<file path="config.mk">
export PLATFORM = sky130hd
export DESIGN_NAME = instr_encoder_loader
export DESIGN_NICKNAME = d
export VERILOG_FILES = /design/src/rtl/mips_isa_pkg.sv /design/src/rtl/instr_encoder_loader_packer.sv /design/src/rtl/instr_encoder_loader.sv
export SDC_FILE = /design/constraint.sdc
export NUM_CORES = 1
export LEC_CHECK = 0
export BUFFER_PORTS_ARGS = -buffer_cell sky130_fd_sc_hd__buf_4
export CAP_MARGIN = 15
export CORE_UTILIZATION = 46
export CTS_CLUSTER_SIZE = 25
export DETAILED_ROUTE_END_ITERATION = 8
export PLACE_DENSITY = 0.83
export SLEW_MARGIN = 5
export SYNTH_ARGS = -nofsm -noshare
export SYNTH_HDL_FRONTEND = slang
export SYNTH_SLANG_ARGS = --single-unit
</file>
<file path="constraint.sdc">
create_clock -name clk -period 1.99 [get_ports clk]
set_input_delay 0.398 -clock clk [delete_from_list [all_inputs] [get_ports clk]]
set_output_delay 0.398 -clock clk [all_outputs]
set_load 0.01 [all_outputs]
</file>
<file path="src/rtl/mips_isa_pkg.sv">
// Shared MIPS ISA definitions: op classes, opcode/funct constants, field positions
// and the loader state encoding. The control decoder consumes the same opcode constants.
package mips_isa_pkg;

   typedef enum logic [3:0] {
      OPC_RTYPE = 4'd0,
      OPC_LW    = 4'd1,
      OPC_SW    = 4'd2,
      OPC_BEQ   = 4'd3,
      OPC_ADDI  = 4'd4,
      OPC_ANDI  = 4'd5,
      OPC_ORI   = 4'd6,
      OPC_SLTI  = 4'd7,
      OPC_J     = 4'd8
   } op_class_e;

   localparam logic [5:0] OP_RTYPE = 6'b000000;
   localparam logic [5:0] OP_LW    = 6'b100011;
   localparam logic [5:0] OP_SW    = 6'b101011;
   localparam logic [5:0] OP_BEQ   = 6'b000100;
   localparam logic [5:0] OP_ADDI  = 6'b001000;
   localparam logic [5:0] OP_ANDI  = 6'b001100;
   localparam logic [5:0] OP_ORI   = 6'b001101;
   localparam logic [5:0] OP_SLTI  = 6'b001010;
   localparam logic [5:0] OP_J     = 6'b000010;

   localparam logic [5:0] FN_ADD = 6'b100000;
   localparam logic [5:0] FN_SUB = 6'b100010;
   localparam logic [5:0] FN_AND = 6'b100100;
   localparam logic [5:0] FN_OR  = 6'b100101;
   localparam logic [5:0] FN_SLT = 6'b101010;

   localparam int OPCODE_LSB = 26;
   localparam int RS_LSB     = 21;
   localparam int RT_LSB     = 16;
   localparam int RD_LSB     = 11;
   localparam int SHAMT_LSB  = 6;

   typedef struct packed {
      logic [4:0]  rs;
      logic [4:0]  rt;
      logic [4:0]  rd;
      logic [4:0]  shamt;
      logic [5:0]  funct;
      logic [15:0] imm;
      logic [25:0] target;
   } instr_fields_t;

   typedef enum logic [1:0] {
      ST_IDLE = 2'd0,
      ST_LOAD = 2'd1,
      ST_DONE = 2'd2
   } ld_state_e;

   function automatic logic [31:0] itype_word(input logic [5:0] op6, input logic [4:0] rs,
                                              input logic [4:0] rt, input logic [15:0] imm);
      return (32'(op6) << OPCODE_LSB) | (32'(rs) << RS_LSB) | (32'(rt) << RT_LSB) | 32'(imm);
   endfunction

endpackage

</file>
<file path="src/rtl/instr_encoder_loader_packer.sv">
// instr_field_packer: combinational op class + fields -> 32-bit MIPS word and illegal flag.
module instr_field_packer
   import mips_isa_pkg::*;
(
   input  logic [3:0]    op_i,
   input  instr_fields_t fields_i,
   output logic [31:0]   word_o,
   output logic          illegal_o
);

   always_comb begin
      word_o    = '0;
      illegal_o = 1'b0;
      case (op_i)
         OPC_RTYPE: word_o = (32'(OP_RTYPE) << OPCODE_LSB) | (32'(fields_i.rs) << RS_LSB) |
                             (32'(fields_i.rt) << RT_LSB) | (32'(fields_i.rd) << RD_LSB) |
                             (32'(fields_i.shamt) << SHAMT_LSB) | 32'(fields_i.funct);
         OPC_LW:    word_o = itype_word(OP_LW,   fields_i.rs, fields_i.rt, fields_i.imm);
         OPC_SW:    word_o = itype_word(OP_SW,   fields_i.rs, fields_i.rt, fields_i.imm);
         OPC_BEQ:   word_o = itype_word(OP_BEQ,  fields_i.rs, fields_i.rt, fields_i.imm);
         OPC_ADDI:  word_o = itype_word(OP_ADDI, fields_i.rs, fields_i.rt, fields_i.imm);
         OPC_ANDI:  word_o = itype_word(OP_ANDI, fields_i.rs, fields_i.rt, fields_i.imm);
         OPC_ORI:   word_o = itype_word(OP_ORI,  fields_i.rs, fields_i.rt, fields_i.imm);
         OPC_SLTI:  word_o = itype_word(OP_SLTI, fields_i.rs, fields_i.rt, fields_i.imm);
         OPC_J:     word_o = (32'(OP_J) << OPCODE_LSB) | 32'(fields_i.target);
         default:   illegal_o = 1'b1;
      endcase
   end

endmodule

</file>
<file path="src/rtl/instr_encoder_loader.sv">
// Boot/test program loader: accepts field bundles, encodes them and writes words to imem
// one cycle after acceptance. Optional running checksum output under INSTR_LOADER_CHECKSUM_EN.
module instr_encoder_loader
   import mips_isa_pkg::*;
#(
   parameter int ADDR_W    = 8,
   parameter int DEPTH     = 256,
   parameter int BASE_ADDR = 0
) (
   input  logic              clk,
   input  logic              reset,
   input  logic              start,
   input  logic              finish,
   input  logic              in_valid,
   output logic              in_ready,
   input  logic [3:0]        in_op,
   input  logic [4:0]        in_rs,
   input  logic [4:0]        in_rt,
   input  logic [4:0]        in_rd,
   input  logic [4:0]        in_shamt,
   input  logic [5:0]        in_funct,
   input  logic [15:0]       in_imm,
   input  logic [25:0]       in_target,
   output logic              imem_we,
   output logic [ADDR_W-1:0] imem_addr,
   output logic [31:0]       imem_wdata,
   output logic              busy,
   output logic              done,
   output logic              err,
`ifdef INSTR_LOADER_CHECKSUM_EN
   output logic [31:0]       checksum,
`endif
   output logic [ADDR_W:0]   count
);

   localparam logic [ADDR_W+1:0] DEPTH_W = (ADDR_W+2)'(DEPTH);
   localparam logic [ADDR_W-1:0] BASE_W  = ADDR_W'(BASE_ADDR);

   ld_state_e         state_q, state_d;
   logic              we_q, we_d;
   logic [ADDR_W-1:0] addr_q, addr_d;
   logic [31:0]       wdata_q, wdata_d;
   logic [ADDR_W:0]   count_q, count_d;
   logic              err_q, err_d;
   logic [ADDR_W+1:0] used;
   logic              new_session;
   instr_fields_t     fields;
   logic [31:0]       pk_word;
   logic              pk_illegal;

   assign fields = {in_rs, in_rt, in_rd, in_shamt, in_funct, in_imm, in_target};

   instr_field_packer u_packer (
      .op_i      (in_op),
      .fields_i  (fields),
      .word_o    (pk_word),
      .illegal_o (pk_illegal)
   );

   // Words already written plus the one in flight; bounds acceptance against DEPTH.
   assign used        = {1'b0, count_q} + (ADDR_W+2)'(we_q);
   assign new_session = start && (state_q != ST_LOAD);

   always_comb begin
      state_d  = state_q;
      we_d     = 1'b0;
      wdata_d  = wdata_q;
      addr_d   = addr_q + ADDR_W'(we_q);
      count_d  = count_q + (ADDR_W+1)'(we_q);
      err_d    = err_q;
      in_ready = 1'b0;
      case (state_q)
         ST_IDLE, ST_DONE: begin
            if (start) begin
               state_d = ST_LOAD;
               addr_d  = BASE_W;
               count_d = '0;
               err_d   = 1'b0;
            end
         end
         ST_LOAD: begin
            in_ready = !finish && (used < DEPTH_W);
            if (finish) begin
               state_d = ST_DONE;
            end else if (in_valid && in_ready) begin
               if (pk_illegal) begin
                  err_d = 1'b1;
               end else begin
                  we_d    = 1'b1;
                  wdata_d = pk_word;
                  if (used + 1'b1 == DEPTH_W) state_d = ST_DONE;
               end
            end
         end
         default: state_d = ST_IDLE;
      endcase
   end

   always_ff @(posedge clk) begin
      if (reset) begin
         state_q <= ST_IDLE;
         we_q    <= 1'b0;
         addr_q  <= BASE_W;
         wdata_q <= '0;
         count_q <= '0;
         err_q   <= 1'b0;
      end else begin
         state_q <= state_d;
         we_q    <= we_d;
         addr_q  <= addr_d;
         wdata_q <= wdata_d;
         count_q <= count_d;
         err_q   <= err_d;
      end
   end

`ifdef INSTR_LOADER_CHECKSUM_EN
   logic [31:0] sum_q, sum_d;

   always_comb begin
      sum_d = sum_q + (we_q ? wdata_q : 32'd0);
      if (new_session) sum_d = '0;
   end

   always_ff @(posedge clk) begin
      if (reset) sum_q <= '0;
      else       sum_q <= sum_d;
   end

   assign checksum = sum_q;
`else
   logic unused_ns;
   assign unused_ns = new_session;
`endif

   assign imem_we    = we_q;
   assign imem_addr  = addr_q;
   assign imem_wdata = wdata_q;
   assign busy       = (state_q == ST_LOAD);
   assign done       = (state_q == ST_DONE);
   assign err        = err_q;
   assign count      = count_q;

endmodule

</file>
==> results.json <==
{
  "gp_weighted_congestion": 0.9012,
  "core_area_sq_um": 5608,
  "mostFrequentLayoutCell": "sky130_fd_sc_hd__buf_4",
  "mostFrequentLayoutCells": "sky130_fd_sc_hd__buf_4, sky130_fd_sc_hd__dfxtp_1, sky130_fd_sc_hd__nor2_1, sky130_fd_sc_hd__nand2_1, sky130_fd_sc_hd__a21oi_1",
  "final_nets": 551,
  "critical_path_arrival_ns": 1.68,
  "groute.usage.overall": 0.2506,
  "maxCapViolCount": 0,
  "area_delta_synth_final_pct": 47.08,
  "number_of_buffers_inserted_during_clock_tree_synthesis": 5,
  "cts_num_sinks": 52,
  "synth.lib_cells_used.distinct": 43,
  "fillers": 473,
  "path_clk_slew_ns": 0.10,
  "row_count": 27,
  "multi_input_area_sq_um": 1587,
  "first_global_vias": 2728,
  "rr_worst_depth": 7,
  "floorplan.die.height_um": 78.95,
  "period_needed_ns": 2.078,
  "status": "complete, but fails checks",
  "end_kind": "output port",
  "setup_viol": 1,
  "power_per_cell_area_nw_per_um2": 508.0,
  "routed_via_density": 5.265,
  "floorplan.initialDensity": 0.4857,
  "synthesized_netlist_cell_count": 340,
  "failed_checks": "setup timing",
  "postLayoutCoreUtil": 0.7144,
  "globalRouteOverflowTotal": 0,
  "wire_length_of_the_first_global_routing_pass_um": 12340,
  "postSynthAreaPerCell_sq_um": 8.011,
  "max_freq_mhz": 481.3,
  "layout-drive-gt1-share": 0.3992,
  "htree_num_levels": 2,
  "totalPowerFinal_mw": 2.035,
  "clock_tree.root_cell": "sky130_fd_sc_hd__clkbuf_8",
  "count_of_routing_violations_after_the_opening_detailed_route_iteration": 123,
  "post-dp-hpwl_um": 5730,
  "wl_um": 7609,
  "holdPathStages": 3,
  "antenna_violations_before_repair": 0,
  "routedWlPerCell_um": 14.01,
  "regArea_sq_um": 1049,
  "critPathRequiredTime_ns": 1.59,
  "synth.net_count": 421,
  "final_critical_path_share_of_the_clock_period": 1.044,
  "insertedDiodeCount": 0,
  "final_critical_path_setup_slack_ns": -0.08772,
  "cp_max_fo": 3,
  "total_die_area_sq_um": 6233,
  "rsz_0062_raised_after_global_routing": "yes",
  "vdd_drop_max_mv": 0.4060,
  "yosys_register_bits": 52,
  "final_hold_viol_count": 0,
  "maximum_number_of_pins_on_one_net_before_global_route_repair": 39,
  "clock-skew-final_ns": 0.007475,
  "postCtsHoldBufs": 0,
  "leakage_nw": 1.650,
  "clockBufferDepth": 2,
  "synth_area_sq_um": 2724,
  "worstSkewPairLatency_ns": 0.31,
  "num_vias": 2859,
  "startpoint_type": "flip-flop",
  "synth_seq_area_share": 0.3822,
  "min-delay-path-class": "input pin to flip-flop",
  "classification_of_the_worst_setup_path": "flip-flop to output port",
  "post-route-drc-count": 0,
  "ant_nets": 0,
  "horiz_die_dim_um": 78.95,
  "top_level_ports": 131,
  "pre_cts_ws_ns": -0.03452,
  "drt_pass1_iterations": 4,
  "numPortBuffers": 129,
  "final_number_of_max_transition_violations": 0,
  "cts_tree": "built",
  "yosys_warnings": 0
}
[Yosys cell counts (all sizes together)]
cell | count | area (sq um)
o21ai | 4 | 20.02
xnor2 | 8 | 70.07
nand3b | 2 | 15.01
ha | 4 | 50.05
o31a | 1 | 8.760
nor2b | 7 | 43.79
xor2 | 7 | 61.31
nor4 | 1 | 6.260
o22ai | 1 | 6.260
inv | 6 | 22.52
o31ai | 1 | 7.510
and2 | 4 | 25.02
mux2i | 4 | 40.04
a21oi | 25 | 125.1
nand4 | 1 | 6.260
nor2 | 49 | 183.9
nand2 | 39 | 148.9
a211oi | 16 | 170.2
buf | 12 | 88.83
nor3b | 1 | 7.510
and3 | 2 | 12.51
a311oi | 10 | 87.58
nand2b | 13 | 81.33
o21a | 1 | 7.510
a31oi | 17 | 106.4
or4 | 1 | 7.510
or2 | 4 | 25.03
or3 | 3 | 18.77
conb | 1 | 3.750
nand4bb | 1 | 11.26
clkbuf | 16 | 60.06
o2111a | 1 | 12.51
o41a | 1 | 11.26
nor3 | 4 | 20.02
nand3 | 19 | 100.1
o311a | 1 | 10.01
dfxtp | 52 | 1041
[critical path, stage by stage (launching register included)]
cell                      delay, ns
sky130_fd_sc_hd__dfxtp_4       0.38
sky130_fd_sc_hd__ha_4          0.15
sky130_fd_sc_hd__nand3_4       0.07
sky130_fd_sc_hd__o31a_1        0.26
sky130_fd_sc_hd__or2_4         0.26
sky130_fd_sc_hd__and2_4        0.14
sky130_fd_sc_hd__buf_6         0.11
[what timing repair did]
action                                  CTS  global route
gates resized for setup                  13             7
buffers inserted                          1             0
pin swaps                                 4             1
gates cloned                              0             0
endpoints found under the setup margin    8             4
[path summary, 6_finish.rpt]
| path | start | end | slack, ns |
|---|---|---|---|
| setup / recovery | count[0] | in_ready | -0.09 |
| hold reg to reg | err | err | 0.49 |
| hold / removal | in_rt[1] | imem_wdata[17] | 0.36 |
| setup reg to reg | count[0] | state_q[1] | 0.05 |
[report_power, final]
group	internal [mW]	switching (mW)
sequential	1.05	0.0101
clock	0.258	0.364
combinational	0.187	0.160
[cell type report]
type                            instances  area share
Clock buffer                            5     0.01718
Clock inverter                          3    0.006871
Inverter                                6    0.005621
Multi-Input combinational cell        254      0.3960
Sequential cell                        52      0.2617
Tap cell                               72     0.02249
Timing Repair Buffer                  151      0.2901
[per-layer routing]
metal  GRT usage  part of all wire  up-vias
met5           0                 0        -
met4     0.08364             0.017        0
met3     0.07816             0.081       11
met2      0.4443              0.50      114
met1      0.2837              0.40     1293
li1            -                 -     1441
[registers in the layout, indices dropped and copies added (netlist names)]
name	cells
state_q	2
imem_we	1
count	9
imem_addr	8
err	1
imem_wdata	31
[cells by family after synthesis]
kind of cell               Yosys count  synth area share
muxes                                4           0.01470
and+or+nand+nor                    151            0.2618
other                                1          0.001377
xor gates and xnor gates            15           0.04823
buffers and inverters               34           0.06293
adders and majority gates            4           0.01837
AOI/OAI and AO/OA                   79            0.2104
DFF                                 52            0.3822
[metrics by stage]
step	cells	setup TNS, ns	hold WS, ns	cell area [sq um]
2_1_floorplan	340	0	0.4778	2724
3_3_place_gp	534	0	0.4682	3821
3_5_place_dp	534	-0.03452	0.4754	3821
4_1_cts	543	-0.09857	0.3550	3970
5_1_grt	543	-0.1644	0.3632	4006
6_report	543	-0.08772	0.3650	4006
(Power assumes the default switching activity.)
